[config.mk]
export PLATFORM = sky130hd
export DESIGN_NAME = fixed_mac_iter
export DESIGN_NICKNAME = d
export VERILOG_FILES = /design/src/rtl/fixed_pkg.sv /design/src/rtl/fixed_shift_add_core.sv /design/src/rtl/fixed_mac_iter.sv
export SDC_FILE = /design/constraint.sdc
export NUM_CORES = 1
export LEC_CHECK = 0
export ABC_AREA = 0
export BUFFER_PORTS_ARGS = -buffer_cell sky130_fd_sc_hd__buf_2
export CAP_MARGIN = 25
export CORE_MARGIN = 2
export CORE_UTILIZATION = 50
export DETAILED_ROUTE_END_ITERATION = 10
export GPL_TIMING_DRIVEN = 0
export HOLD_SLACK_MARGIN = 0.02
export PLACE_DENSITY_LB_ADDON = 0.1
export SYNTH_ARGS = -nofsm -noshare
export SYNTH_HDL_FRONTEND = slang
export SYNTH_SLANG_ARGS = --single-unit
[constraint.sdc]
create_clock -name clk -period 8.41 [get_ports clk]
set_input_delay 1.2615 -clock clk [delete_from_list [all_inputs] [get_ports clk]]
set_output_delay 1.2615 -clock clk [all_outputs]
set_load 0.05 [all_outputs]
[src/rtl/fixed_pkg.sv]
// rtl/fixed_pkg.sv - shared types and helpers for the iterative fixed-point MAC
package fixed_pkg;

  typedef enum logic [1:0] {
    IDLE = 2'd0,
    MUL  = 2'd1,
    DONE = 2'd2
  } mac_state_t;

  // Total word width of an INT_W.FRAC_W fixed-point number
  function automatic int calc_w(input int int_w, input int frac_w);
    return int_w + frac_w;
  endfunction

  // High when an overflowing result must be clamped to all-ones
  function automatic logic sat_select(input logic ovf, input bit sat_en);
    return ovf & sat_en;
  endfunction

endpackage

[src/rtl/fixed_shift_add_core.sv]
// rtl/fixed_shift_add_core.sv - W-cycle LSB-first shift-add multiplier core
module fixed_shift_add_core #(
  parameter int W = 16
) (
  input  logic           clk,
  input  logic           rst,
  input  logic           start,
  input  logic [W-1:0]   a,
  input  logic [W-1:0]   b,
  output logic           done,
  output logic [2*W-1:0] product
);

  localparam int CNT_W = (W > 1) ? $clog2(W) : 1;

  logic [2*W-1:0] a_sh;
  logic [2*W-1:0] prod_q;
  logic [W-1:0]   b_sh;
  logic [CNT_W-1:0] cnt;
  logic           running;

  // product is the running sum including the current step, so the final
  // value is available on the same cycle done is asserted
  assign product = prod_q + (b_sh[0] ? a_sh : '0);
  assign done    = running && (cnt == CNT_W'(W - 1));

  // a_sh holds num1 << cnt and b_sh holds num2 >> cnt, avoiding barrel shifters
  always_ff @(posedge clk) begin
    if (rst) begin
      running <= 1'b0;
      cnt     <= '0;
      prod_q  <= '0;
      a_sh    <= '0;
      b_sh    <= '0;
    end else if (start) begin
      running <= 1'b1;
      cnt     <= '0;
      prod_q  <= '0;
      a_sh    <= {{W{1'b0}}, a};
      b_sh    <= b;
    end else if (running) begin
      prod_q <= product;
      a_sh   <= a_sh << 1;
      b_sh   <= b_sh >> 1;
      cnt    <= cnt + 1'b1;
      if (done) begin
        running <= 1'b0;
      end
    end
  end

endmodule

[src/rtl/fixed_mac_iter.sv]
// rtl/fixed_mac_iter.sv - iterative unsigned fixed-point multiply-accumulate unit
module fixed_mac_iter
  import fixed_pkg::*;
#(
  parameter int  INT_W    = 8,
  parameter int  FRAC_W   = 8,
  parameter bit  SATURATE = 1'b1,
  localparam int W        = calc_w(INT_W, FRAC_W)
) (
  input  logic         clk,
  input  logic         rst,
  input  logic         in_valid,
  output logic         in_ready,
  input  logic [W-1:0] num1,
  input  logic [W-1:0] num2,
  input  logic         acc_en,
  input  logic         clear,
  output logic         out_valid,
  input  logic         out_ready,
  output logic [W-1:0] result,
  output logic         overflow,
  output logic         busy
);

  mac_state_t     state;
  logic [W-1:0]   acc;
  logic           acc_en_q;
  logic           clear_q;
  logic           start;
  logic           core_done;
  logic [2*W-1:0] prod;

  logic [W-1:0]   p;
  logic           ovf_m;
  logic [W-1:0]   acc_base;
  logic [W:0]     sum;
  logic [W-1:0]   raw;
  logic           ovf_next;
  logic [W-1:0]   res_next;
  logic           unused_frac;

  assign in_ready    = (state == IDLE) && !rst;
  assign start       = in_valid && in_ready;
  assign unused_frac = ^prod[FRAC_W-1:0];

  fixed_shift_add_core #(
    .W(W)
  ) u_core (
    .clk     (clk),
    .rst     (rst),
    .start   (start),
    .a       (num1),
    .b       (num2),
    .done    (core_done),
    .product (prod)
  );

  // Rescale the raw product, optionally accumulate, then apply overflow policy
  always_comb begin
    p        = prod[W+FRAC_W-1:FRAC_W];
    ovf_m    = |prod[2*W-1:W+FRAC_W];
    acc_base = clear_q ? '0 : acc;
    sum      = {1'b0, acc_base} + {1'b0, p};
    if (acc_en_q) begin
      ovf_next = ovf_m | sum[W];
      raw      = sum[W-1:0];
    end else begin
      ovf_next = ovf_m;
      raw      = p;
    end
    res_next = sat_select(ovf_next, SATURATE) ? '1 : raw;
  end

  // Control FSM: accept operands, wait for the core, hold result until taken
  always_ff @(posedge clk) begin
    if (rst) begin
      state     <= IDLE;
      acc       <= '0;
      acc_en_q  <= 1'b0;
      clear_q   <= 1'b0;
      result    <= '0;
      overflow  <= 1'b0;
      out_valid <= 1'b0;
      busy      <= 1'b0;
    end else begin
      case (state)
        IDLE: begin
          if (in_valid) begin
            acc_en_q <= acc_en;
            clear_q  <= clear;
            busy     <= 1'b1;
            state    <= MUL;
          end
        end
        MUL: begin
          if (core_done) begin
            result    <= res_next;
            overflow  <= ovf_next;
            out_valid <= 1'b1;
            if (acc_en_q) begin
              acc <= res_next;
            end else if (clear_q) begin
              acc <= '0;
            end
            state <= DONE;
          end
        end
        DONE: begin
          if (out_ready) begin
            out_valid <= 1'b0;
            busy      <= 1'b0;
            state     <= IDLE;
          end
        end
        default: begin
          state <= IDLE;
        end
      endcase
    end
  end

endmodule
==> results.py, run 1 <==
metrics = {
    "cts": {
        "post_cts_buffers": 0,
        "numClockSinks": 124,
        "ctsResizeCount": 0,
        "cts_buffers": 17,
        "cts-root-buf": "clkbuf_16",
        "clock_path_buffers": 2,
        "hold_buffers": 0,
        "worstSkewPairLatency_ns": 0.42,
        "cts-htree-levels": 4,
        "cts_tree": "yes",
        "path_clk_slew_ns": 0.06,
    },
    "synthesis": {
        "synth_compound_area_frac": 0.206,
        "synth_top_family_by_area": "compound AO/OA/AOI/OAI gates",
        "synth_nets": 1039,
        "synth_seq_cells": 124,
        "synth_cells": 951,
        "synthesis.area_um2": 7790,
        "synthXorXnorAreaFrac": 0.0514,
        "synth-edff-count": 0,
        "ys_warn_count": 0,
        "synth_area_per_cell_um2": 8.19,
        "synth-main-ff-cell": "dfxtp_1",
        "synth_area_leader_cell": "dfxtp_1",
        "yosys.area_share.simple": 0.201,
        "synth_cell_types": 64,
        "synthAdderAreaFrac": 0.0823,
        "synthMuxAreaShare": 0.100,
        "yosysSeqAreaShare": 0.319,
        "synth_top_area_frac": 0.319,
        "async_flop_share": 0,
        "netlist_top_cells_area": "dfxtp_1 32%, mux2i_1 9.9%, ha_1 7.7%, nor2_1 7.3%, a21oi_1 4.9%",
    },
    "timing": {
        "rsz0062_at_grt": "no",
        "setup_viol": 0,
        "min_period_over_period": 0.740,
        "tns_ns": 0,
        "max_slew_margin": 0.417,
        "whs_ns": 0.445,
        "drv_slew": 0,
        "fin_skew_ns": 0.00697,
        "period_needed_ns": 6.22,
        "hold_violations": 0,
        "worstMarginPinSlew_ns": 0.868,
        "max_freq_mhz": 161,
    },
    "global_route": {
        "grt_usage": 0.254,
        "grt_max_degree": 17,
        "grt_pass1_wl_mm": 33.2,
        "grt_overflow_total": 0,
        "antenna_found_initial": 0,
        "grt_pass1_vias": 6579,
    },
    "final_layout": {
        "drive_gt1_frac": 0.103,
        "area_delta_synth_final_pct": 14.7,
        "nNetsFinal": 1114,
        "finalInstanceArea_um2": 8940,
        "fill_cells": 1453,
        "diodes": 0,
    },
    "floorplanning": {
        "core_area_um2": 15200,
        "start_util": 0.512,
        "die_width_um": 129,
        "rows": 45,
        "fp.dieH_um": 129,
        "die_area_um2": 16600,
        "ios": 58,
    },
    "critical_path": {
        "crit_path_start_kind": "register",
        "cp_common_cell": "a21o_1",
        "worst-path-stages": 25,
        "crit_slowest_cell": "dfxtp_1",
        "cp.arrival_ns": 6.51,
        "r2r-end": "acc[1]$_SDFFE_PP0P_",
        "path_delay_family": "compound AO/OA/AOI/OAI gates",
        "max_stage_delay_ns": 0.48,
        "r2r_start": "u_core.b_sh[0]$_SDFFE_PP0P_",
        "required_ns": 8.70,
        "rr_worst_depth": 25,
        "crit_start": "u_core.b_sh[0]$_SDFFE_PP0P_",
        "endpoint_kind": "register",
        "endpoint": "acc[1]$_SDFFE_PP0P_",
        "path_class": "register to register",
        "path_max_fanout": 10,
        "crit_buf_inv": 4,
        "reg2reg_slack_ns": 2.19,
    },
    "run_status": {
        "status": "completed",
    },
    "detailed_routing": {
        "dr.pass1.iters": 5,
        "wl_per_cell_um": 16.5,
        "route.top_layer_used": "met4",
        "wl_met1_mm": 9.96,
        "viasPerCell": 5.69,
        "ant_nets": 0,
        "vias": 6985,
        "wl_met2_mm": 8.96,
        "route.detailed.drc": 0,
        "wl_met3_um": 948,
        "wl_mm": 20.3,
        "initialDrtViolationCount": 601,
    },
    "power": {
        "swShare": 0.253,
        "seq_power_share": 0.399,
        "internal_power_uw": 1160,
        "combPwrFrac": 0.092,
        "p_clk_frac": 0.509,
        "ir_drop_mv": 0.206,
        "leakage_uw": 0.00374,
        "p_switching_uw": 392,
        "powerDensity_nw_per_um2": 174,
    },
    "place": {
        "post-dp-hpwl_mm": 15.4,
        "gp_congestion": 0.899,
        "dpl-instance-area_um2": 8300,
        "port_buffers": 56,
    },
    "worst_hold_path": {
        "hold_class": "register to register",
    },
    "flow_run": {
        "drv_cap": 0,
    },
}
==> power by group through the flow <==
stage          clock (µW)  combinational [µW]  sequential (µW)
2_1_floorplan           0                 100              628
3_3_place_gp            0                 141              631
3_5_place_dp            0                 142              631
4_1_cts               801                 143              619
5_1_grt               821                 158              621
6_report              790                 142              619
==> per-layer routing <==
layer | track usage | vias to the layer above
li1 | - | 3574
met3 | 0.0499 | 29
met2 | 0.399 | 177
met5 | 0 | -
met1 | 0.352 | 3205
met4 | 0.0844 | 0
==> flip-flops by register name (all words and copies together), names as in the netlist <==
signal and flops:
clear_q 1, acc_en_q 1, out_valid 1, overflow 1
u_core.running 1, u_core.a_sh 32, acc 16, u_core.b_sh 16
state 2, result 16, u_core.prod_q 32, busy 1
u_core.cnt 4
==> worst reg2reg max path, delay by kind of cell (launching register included) <==
family	cells	cell delay [ns]
compound gates	9	1.71
xor+xnor	1	0.23
buf+inv	4	0.83
flops	1	0.48
simple gates	7	1.56
fa+ha+maj	4	1.28
==> stage by stage <==
step                cells  total power, µW   util  setup WS (ns)
floorplan             951              728      -           3.62
global placement     1195              772  0.546           2.33
detailed placement   1195              773  0.546           2.27
CTS                  1227             1560  0.588           2.23
global route         1227             1600  0.588           1.77
finish               1227             1550  0.588           2.19
==> cell usage in the layout (no fill, tap or decap), types with 7 or more instances in the layout <==
cell type / n
mux2i_1: 77
and2_1: 34
clkbuf_16: 17
o21ai_0: 32
a311oi_1: 15
xor2_1: 19
nor2_1: 152
clkbuf_1: 44
o21ai_1: 7
a21o_1: 19
nand4_1: 16
nor2b_1: 20
inv_1: 14
nand3_1: 17
a21oi_1: 77
nand2_1: 61
buf_2: 64
ha_1: 48
a211oi_1: 35
nor3_1: 10
xnor2_1: 24
o31ai_1: 8
dfxtp_1: 124
buf_1: 8
==> how the worst min path moves through the flow <==
| stage | start | end | slack [ns] | depth (start not counted) |
|---|---|---|---|---|
| finish | acc[1]$_SDFFE_PP0P_ | acc[1]$_SDFFE_PP0P_ | 0.44 | 2 |
| CTS | acc[4]$_SDFFE_PP0P_ | acc[4]$_SDFFE_PP0P_ | 0.45 | 2 |
| floorplan | acc[0]$_SDFFE_PP0P_ | acc[0]$_SDFFE_PP0P_ | 0.43 | 2 |
| detailed placement | acc[4]$_SDFFE_PP0P_ | acc[4]$_SDFFE_PP0P_ | 0.44 | 2 |
| global route | acc[6]$_SDFFE_PP0P_ | acc[6]$_SDFFE_PP0P_ | 0.47 | 2 |
| global placement | acc[1]$_SDFFE_PP0P_ | acc[1]$_SDFFE_PP0P_ | 0.43 | 2 |
==> synth_stat cells (4+ instances only) <==
master and n:
a211oi_1 35, a21o_1 19, a21oi_1 77, a311oi_1 15, and2_1 34, buf_1 8, buf_2 8, clkbuf_1 44
dfxtp_1 124, ha_1 48, inv_1 14, mux2i_1 77, nand2_1 61, nand2b_1 6, nand3_1 17, nand3b_1 5
nand4_1 16, nor2_1 152, nor2b_1 20, nor3_1 10, o211ai_1 4, o21a_1 6, o21ai_0 32, o21ai_1 7
o21bai_1 6, o31ai_1 8, o41ai_1 4, xnor2_1 24, xor2_1 19
==> area by class of cell <==
class                      instances  area, µm²  share of cell area
buffer                            62        254              0.0284
sequential                       124       2480               0.278
multi-input combinational        750       4990               0.559
inverter                          15       56.3             0.00630
clock inverter                    15        208              0.0232
tap                              188        235              0.0263
timing repair buffer              56        280              0.0314
clock buffer                      17        425              0.0476
==> cell families (layout without fill, tap and decap cells) <==
group | Yosys count | count (layout)
and+or+nand+nor | 336 | 336
AOI/OAI and AO/OA | 242 | 242
DFF | 124 | 124
muxes | 78 | 78
buffers and inverters | 77 | 165
adders and majority gates | 50 | 50
xor gates and xnor gates | 44 | 44
Power figures use the tool's default switching activity.
==> run 2: changes to the inputs <==
--- a/config.mk
+++ b/config.mk
@@ -5,7 +5,7 @@
 export SDC_FILE = /design/constraint.sdc
 export NUM_CORES = 1
 export LEC_CHECK = 0
-export ABC_AREA = 0
+export ABC_AREA = 1
 export BUFFER_PORTS_ARGS = -buffer_cell sky130_fd_sc_hd__buf_2
 export CAP_MARGIN = 25
 export CORE_MARGIN = 2
==> constraint.sdc (replaced) <==
create_clock -name clk -period 5 [get_ports clk]
set_input_delay 0.75 -clock clk [delete_from_list [all_inputs] [get_ports clk]]
set_output_delay 0.75 -clock clk [all_outputs]
set_load 0.05 [all_outputs]
==> run 2 against run 1 <==
Net effect:
- flip-flop and latch count unchanged
- fmax increased by 35%
- worst hold slack improved by 0.018 ns
- clock power increased by 65%
- sequential share of layout area decreased by 2.6 points
- count of clock-buffer cells in the layout increased by 4
- utilization decreased by 1.2 points
==> results.py, run 2 <==
metrics = {
    "run_status": {
        "status": "completed",
    },
    "timing": {
        "period_needed_ns": 4.62,
        "tns_ns": 0,
        "fin_skew_ns": 0.0106,
        "setup_viol": 0,
        "rsz0062_at_grt": "no",
        "drv_slew": 0,
        "hold_violations": 0,
        "max_slew_margin": 0.468,
        "max_freq_mhz": 217,
        "min_period_over_period": 0.923,
        "worstMarginPinSlew_ns": 0.796,
    },
    "critical_path": {
        "reg2reg_slack_ns": 0.38,
        "path_class": "register to register",
        "required_ns": 5.28,
        "cp_common_cell": "nand2_1",
        "endpoint_kind": "register",
        "rr_worst_depth": 28,
        "r2r-end": "acc[13]$_SDFFE_PP0P_",
        "path_max_fanout": 10,
        "crit_path_start_kind": "register",
        "worst-path-stages": 28,
        "cp.arrival_ns": 4.90,
        "crit_buf_inv": 6,
        "crit_slowest_cell": "fa_1",
        "max_stage_delay_ns": 0.41,
        "r2r_start": "u_core.b_sh[0]$_SDFFE_PP0P_",
        "path_delay_family": "simple AND/OR/NAND/NOR gates",
    },
    "detailed_routing": {
        "vias": 8816,
        "route.detailed.drc": 0,
        "initialDrtViolationCount": 620,
        "wl_per_cell_um": 14.5,
        "ant_nets": 0,
        "wl_mm": 25.2,
        "viasPerCell": 5.08,
        "dr.pass1.iters": 5,
    },
    "floorplanning": {
        "ios": 58,
        "rows": 48,
        "start_util": 0.507,
        "die_width_um": 136,
        "fp.dieH_um": 136,
        "die_area_um2": 18400,
        "core_area_um2": 17100,
    },
    "power": {
        "ir_drop_mv": 0.255,
        "powerDensity_nw_per_um2": 287,
        "combPwrFrac": 0.164,
        "p_switching_uw": 827,
        "leakage_uw": 0.00534,
        "swShare": 0.293,
        "p_clk_frac": 0.460,
        "seq_power_share": 0.376,
        "internal_power_uw": 2000,
    },
    "synthesis": {
        "async_flop_share": 0,
        "yosysSeqAreaShare": 0.286,
        "synth-main-ff-cell": "dfxtp_1",
        "synthesis.area_um2": 8670,
        "netlist_top_cells_area": "dfxtp_1 29%, nand2_1 20%, inv_1 9.7%, ha_1 6.9%, nor2_1 5.9%",
        "yosysMostFrequentCell": "nand2_1",
        "synth_cells": 1423,
        "synth_common_cells": "451 x nand2_1, 225 x inv_1, 137 x nor2_1, 124 x dfxtp_1, 88 x a21oi_1",
        "synth-edff-count": 0,
        "synth_area_per_cell_um2": 6.10,
        "synth_top_area_frac": 0.286,
        "synth_cell_types": 45,
        "ys_warn_count": 0,
        "synth_seq_cells": 124,
        "synth_area_leader_cell": "dfxtp_1",
        "synth_nets": 1511,
    },
    "global_route": {
        "grt_max_degree": 17,
        "grt_pass1_wl_mm": 40.6,
        "antenna_found_initial": 0,
        "grt_usage": 0.282,
        "grt_pass1_vias": 8071,
        "grt_overflow_total": 0,
    },
    "final_layout": {
        "final_common_cell": "nand2_1",
        "top_regs": "u_core.a_sh (32), u_core.prod_q (32)",
        "layout_common_cells": "451 x nand2_1, 225 x inv_1, 137 x nor2_1",
        "area_delta_synth_final_pct": 13.6,
        "nNetsFinal": 1585,
        "diodes": 0,
        "drive_gt1_frac": 0.113,
        "fin_util": 0.576,
    },
    "cts": {
        "path_clk_slew_ns": 0.06,
        "hold_buffers": 0,
        "cts-htree-levels": 4,
        "cts-root-buf": "clkbuf_16",
        "worstSkewPairLatency_ns": 0.42,
        "numClockSinks": 124,
        "clock_path_buffers": 2,
        "cts_buffers": 17,
        "cts_tree": "yes",
    },
    "place": {
        "post-dp-hpwl_mm": 19.5,
        "port_buffers": 56,
        "gp_congestion": 0.937,
    },
    "flow_run": {
        "drv_cap": 0,
    },
    "worst_hold_path": {
        "min-delay-start": "acc[10]$_SDFFE_PP0P_",
        "min_path_cells": 2,
        "hold_class": "register to register",
        "hold_end": "acc[10]$_SDFFE_PP0P_",
    },
}
[run 2: layer usage]
layer	wire length, µm	vias up	global-route usage
li1	-	4588	-
met1	11900	3919	0.381
met2	11000	262	0.451
met3	1540	47	0.0513
met4	736	0	0.0995
met5	0	-	0
[run 2: final cells by class]
type                       count  area, µm²
tap                          225        282
buffer                        51        238
multi-input combinational   1006       5050
sequential                   124       2480
timing repair buffer          56        280
clock inverter                10        140
fill                        1822       7260
inverter                     241        905
clock buffer                  21        470
[run 2: worst max-delay path by stage]
stage / from / endpoint / slack (ns)
after floorplan: u_core.b_sh[0]$_SDFFE_PP0P_ / acc[1]$_SDFFE_PP0P_ / 1.03
after global placement: u_core.b_sh[0]$_SDFFE_PP0P_ / acc[1]$_SDFFE_PP0P_ / -0.003
after detailed placement: u_core.b_sh[0]$_SDFFE_PP0P_ / acc[13]$_SDFFE_PP0P_ / -0.06
after CTS: u_core.b_sh[0]$_SDFFE_PP0P_ / acc[1]$_SDFFE_PP0P_ / 0.07
after global routing: u_core.b_sh[0]$_SDFFE_PP0P_ / acc[13]$_SDFFE_PP0P_ / 0.0004
final: u_core.b_sh[0]$_SDFFE_PP0P_ / acc[13]$_SDFFE_PP0P_ / 0.38
[run 2: cells by family after synthesis]
| group | Yosys count | synth area share |
|---|---|---|
| and+or+nand+nor | 725 | 0.351 |
| buffers and inverters | 293 | 0.131 |
| AOI/OAI and AO/OA | 210 | 0.136 |
| DFF | 124 | 0.286 |
| adders and majority gates | 50 | 0.0739 |
| xor gates and xnor gates | 21 | 0.0212 |
[run 2: timing repair]
item	in CTS	in global routing
endpoints found under the setup margin	16	33
setup buffers	0	0
gates resized for setup	1	6
[run 2: through the flow]
step / hold slack, ns / setup slack, ns / instances / total power, µW / instance area [µm²]
after floorplan: 0.441 / 1.03 / 1423 / 1400 / 8670
after global placement: 0.453 / -0.00325 / 1704 / 1530 / 9240
after detailed placement: 0.455 / -0.0581 / 1704 / 1540 / 9240
after CTS: 0.464 / 0.0697 / 1735 / 2830 / 9850
after global routing: 0.482 / 0.000414 / 1734 / 2940 / 9850
final: 0.463 / 0.384 / 1734 / 2830 / 9850
[run 2: power by group through the flow]
stage	clock, µW	combinational (µW)	sequential, µW
global route	1360	511	1070
CTS	1310	458	1060
detailed placement	0	455	1080
global placement	0	452	1080
floorplan	0	321	1080
finish	1300	463	1060
[run 2: worst register-to-register path: cells and delay by family, from the launching register on]
| family | cells | cell delay (ns) |
|---|---|---|
| and+or+nand+nor | 14 | 1.40 |
| adders and majority gates | 4 | 1.25 |
| buffers and inverters | 6 | 0.83 |
| DFF | 1 | 0.40 |
| AOI/OAI and AO/OA | 3 | 0.37 |
| xor gates and xnor gates | 1 | 0.24 |
==> run 3: changes to the inputs <==
--- a/config.mk
+++ b/config.mk
@@ -8,8 +8,10 @@
 export ABC_AREA = 1
 export BUFFER_PORTS_ARGS = -buffer_cell sky130_fd_sc_hd__buf_2
 export CAP_MARGIN = 25
+export CELL_PAD_IN_SITES_DETAIL_PLACEMENT = 1
+export CELL_PAD_IN_SITES_GLOBAL_PLACEMENT = 2
 export CORE_MARGIN = 2
-export CORE_UTILIZATION = 50
+export CORE_UTILIZATION = 30
 export DETAILED_ROUTE_END_ITERATION = 10
 export GPL_TIMING_DRIVEN = 0
 export HOLD_SLACK_MARGIN = 0.02
==> run 3 against run 2 <==
Net effect:
- register-to-register slack improved by 0.02 ns
- sequential power about the same
- highest routed layer unchanged
- combinational power increased by 4.8%
- setup slack gained 0.024 ns
- cell count grew 9.2%
- largest power group unchanged
- clock skew is essentially flat
- utilization is 23 points lower
- total power fell by 3.3%
- largest cell class unchanged
==> results.py, run 3 (same netlist as run 2, synthesis figures left out) <==
metrics = {
    "detailed_routing": {
        "vias": 8843,
        "wl_mm": 31.7,
        "ant_nets": 0,
        "route.detailed.drc": 0,
        "viasPerCell": 4.67,
        "wl_per_cell_um": 16.7,
        "initialDrtViolationCount": 332,
        "dr.pass1.iters": 4,
    },
    "power": {
        "leakage_uw": 0.00530,
        "powerDensity_nw_per_um2": 273,
        "totalPowerFinal_uw": 2730,
        "ir_drop_mv": 0.163,
    },
    "floorplanning": {
        "ios": 58,
        "die_area_um2": 30300,
        "start_util": 0.304,
        "fp.dieH_um": 174,
        "die_width_um": 174,
        "core_area_um2": 28500,
        "rows": 62,
    },
    "final_layout": {
        "area_delta_synth_final_pct": 15.3,
        "drive_gt1_frac": 0.116,
        "nNetsFinal": 1585,
        "final_common_cell": "nand2_1",
        "layout_common_cells": "450 x nand2_1, 225 x inv_1, 137 x nor2_1",
        "fin_util": 0.350,
        "diodes": 0,
        "top_regs": "u_core.a_sh (32), u_core.prod_q (32)",
        "finalInstanceArea_um2": 10000,
    },
    "global_route": {
        "grt_pass1_wl_mm": 50.0,
        "grt_max_degree": 17,
        "grt_pass1_vias": 9027,
        "grt_usage": 0.213,
        "grt_overflow_total": 0,
        "antenna_found_initial": 0,
    },
    "flow_run": {
        "drv_cap": 0,
    },
    "cts": {
        "cts-root-buf": "clkbuf_16",
        "clock_path_buffers": 2,
        "cts_buffers": 17,
        "worstSkewPairLatency_ns": 0.43,
        "post_cts_buffers": 0,
        "numClockSinks": 124,
        "path_clk_slew_ns": 0.06,
        "cts_tree": "yes",
        "hold_buffers": 0,
        "cts-htree-levels": 4,
    },
    "timing": {
        "min_period_over_period": 0.919,
        "setup_viol": 0,
        "period_needed_ns": 4.59,
        "max_slew_margin": 0.409,
        "tns_ns": 0,
        "worstMarginPinSlew_ns": 0.884,
        "max_freq_mhz": 218,
        "fin_skew_ns": 0.0104,
        "hold_violations": 0,
        "rsz0062_at_grt": "no",
        "drv_slew": 0,
    },
    "critical_path": {
        "required_ns": 5.29,
        "crit_slowest_cell": "dfxtp_2",
        "cp_common_cell": "nand2_1",
        "endpoint_kind": "register",
        "crit_path_start_kind": "register",
        "max_stage_delay_ns": 0.41,
        "path_class": "register to register",
        "cp.arrival_ns": 4.88,
        "path_max_fanout": 10,
    },
    "place": {
        "dpl-instance-area_um2": 9430,
        "post-dp-hpwl_mm": 25.4,
        "port_buffers": 56,
        "gp_congestion": 0.818,
    },
    "run_status": {
        "status": "completed",
    },
    "worst_hold_path": {
        "hold_class": "register to register",
    },
}
## run 3: cell type report
| cell class | count | area, µm² |
|---|---|---|
| fillers | 3903 | 18500 |
| multi-input cells | 1006 | 5070 |
| flip-flops and latches | 124 | 2480 |
| inverters | 241 | 905 |
| well taps | 384 | 480 |
| clock buffers | 20 | 457 |
| repair buffers | 56 | 280 |
| plain buffers | 51 | 238 |
| clock inverters | 12 | 91.3 |
## run 3: repair_timing
item / CTS / global route
resized for setup: 3 / 7
pin swaps: 0 / 0
hold endpoints to repair: 0 / 0
setup endpoints to repair: 33 / 31
## run 3: worst max-delay path: cells and delay by family (launching register included)
| family | cells | cell delay [ns] |
|---|---|---|
| fa+ha+maj | 3 | 1.00 |
| compound gates | 3 | 0.39 |
| flops | 1 | 0.41 |
| xor+xnor | 1 | 0.34 |
| simple gates | 14 | 1.50 |
| buf+inv | 5 | 0.80 |
## run 3: power by group
part | leakage (µW) | total (µW) | switching, µW | internal, µW
registers | 0.00101 | 1060 | 30.1 | 1030
clock network | 0.000255 | 1180 | 522 | 663
logic | 0.00404 | 485 | 338 | 147
## run 3: worst paths after layout
kind | cells after the start | endpoint | startpoint | slack (ns)
min reg2reg | 2 | acc[9]$_SDFFE_PP0P_ | acc[9]$_SDFFE_PP0P_ | 0.47
min | 2 | acc[9]$_SDFFE_PP0P_ | acc[9]$_SDFFE_PP0P_ | 0.47
max | 26 | acc[1]$_SDFFE_PP0P_ | u_core.b_sh[0]$_SDFFE_PP0P_ | 0.41
max reg2reg | 26 | acc[1]$_SDFFE_PP0P_ | u_core.b_sh[0]$_SDFFE_PP0P_ | 0.41
## run 3: per-stage QoR
step | hold slack (ns) | setup slack (ns) | instances
6_report | 0.465 | 0.407 | 1894
5_1_grt | 0.484 | 0.00963 | 1894
4_1_cts | 0.468 | 0.106 | 1894
3_5_place_dp | 0.458 | -0.349 | 1863
3_3_place_gp | 0.452 | -0.332 | 1863
2_1_floorplan | 0.441 | 1.03 | 1423
## run 3: routing by layer
metal,vias up,track usage,wire length [µm]
met4,0,0.0525,385
met3,22,0.0265,619
met2,87,0.366,14900
met5,-,0,0
met1,4138,0.284,15800
li1,4596,-,-
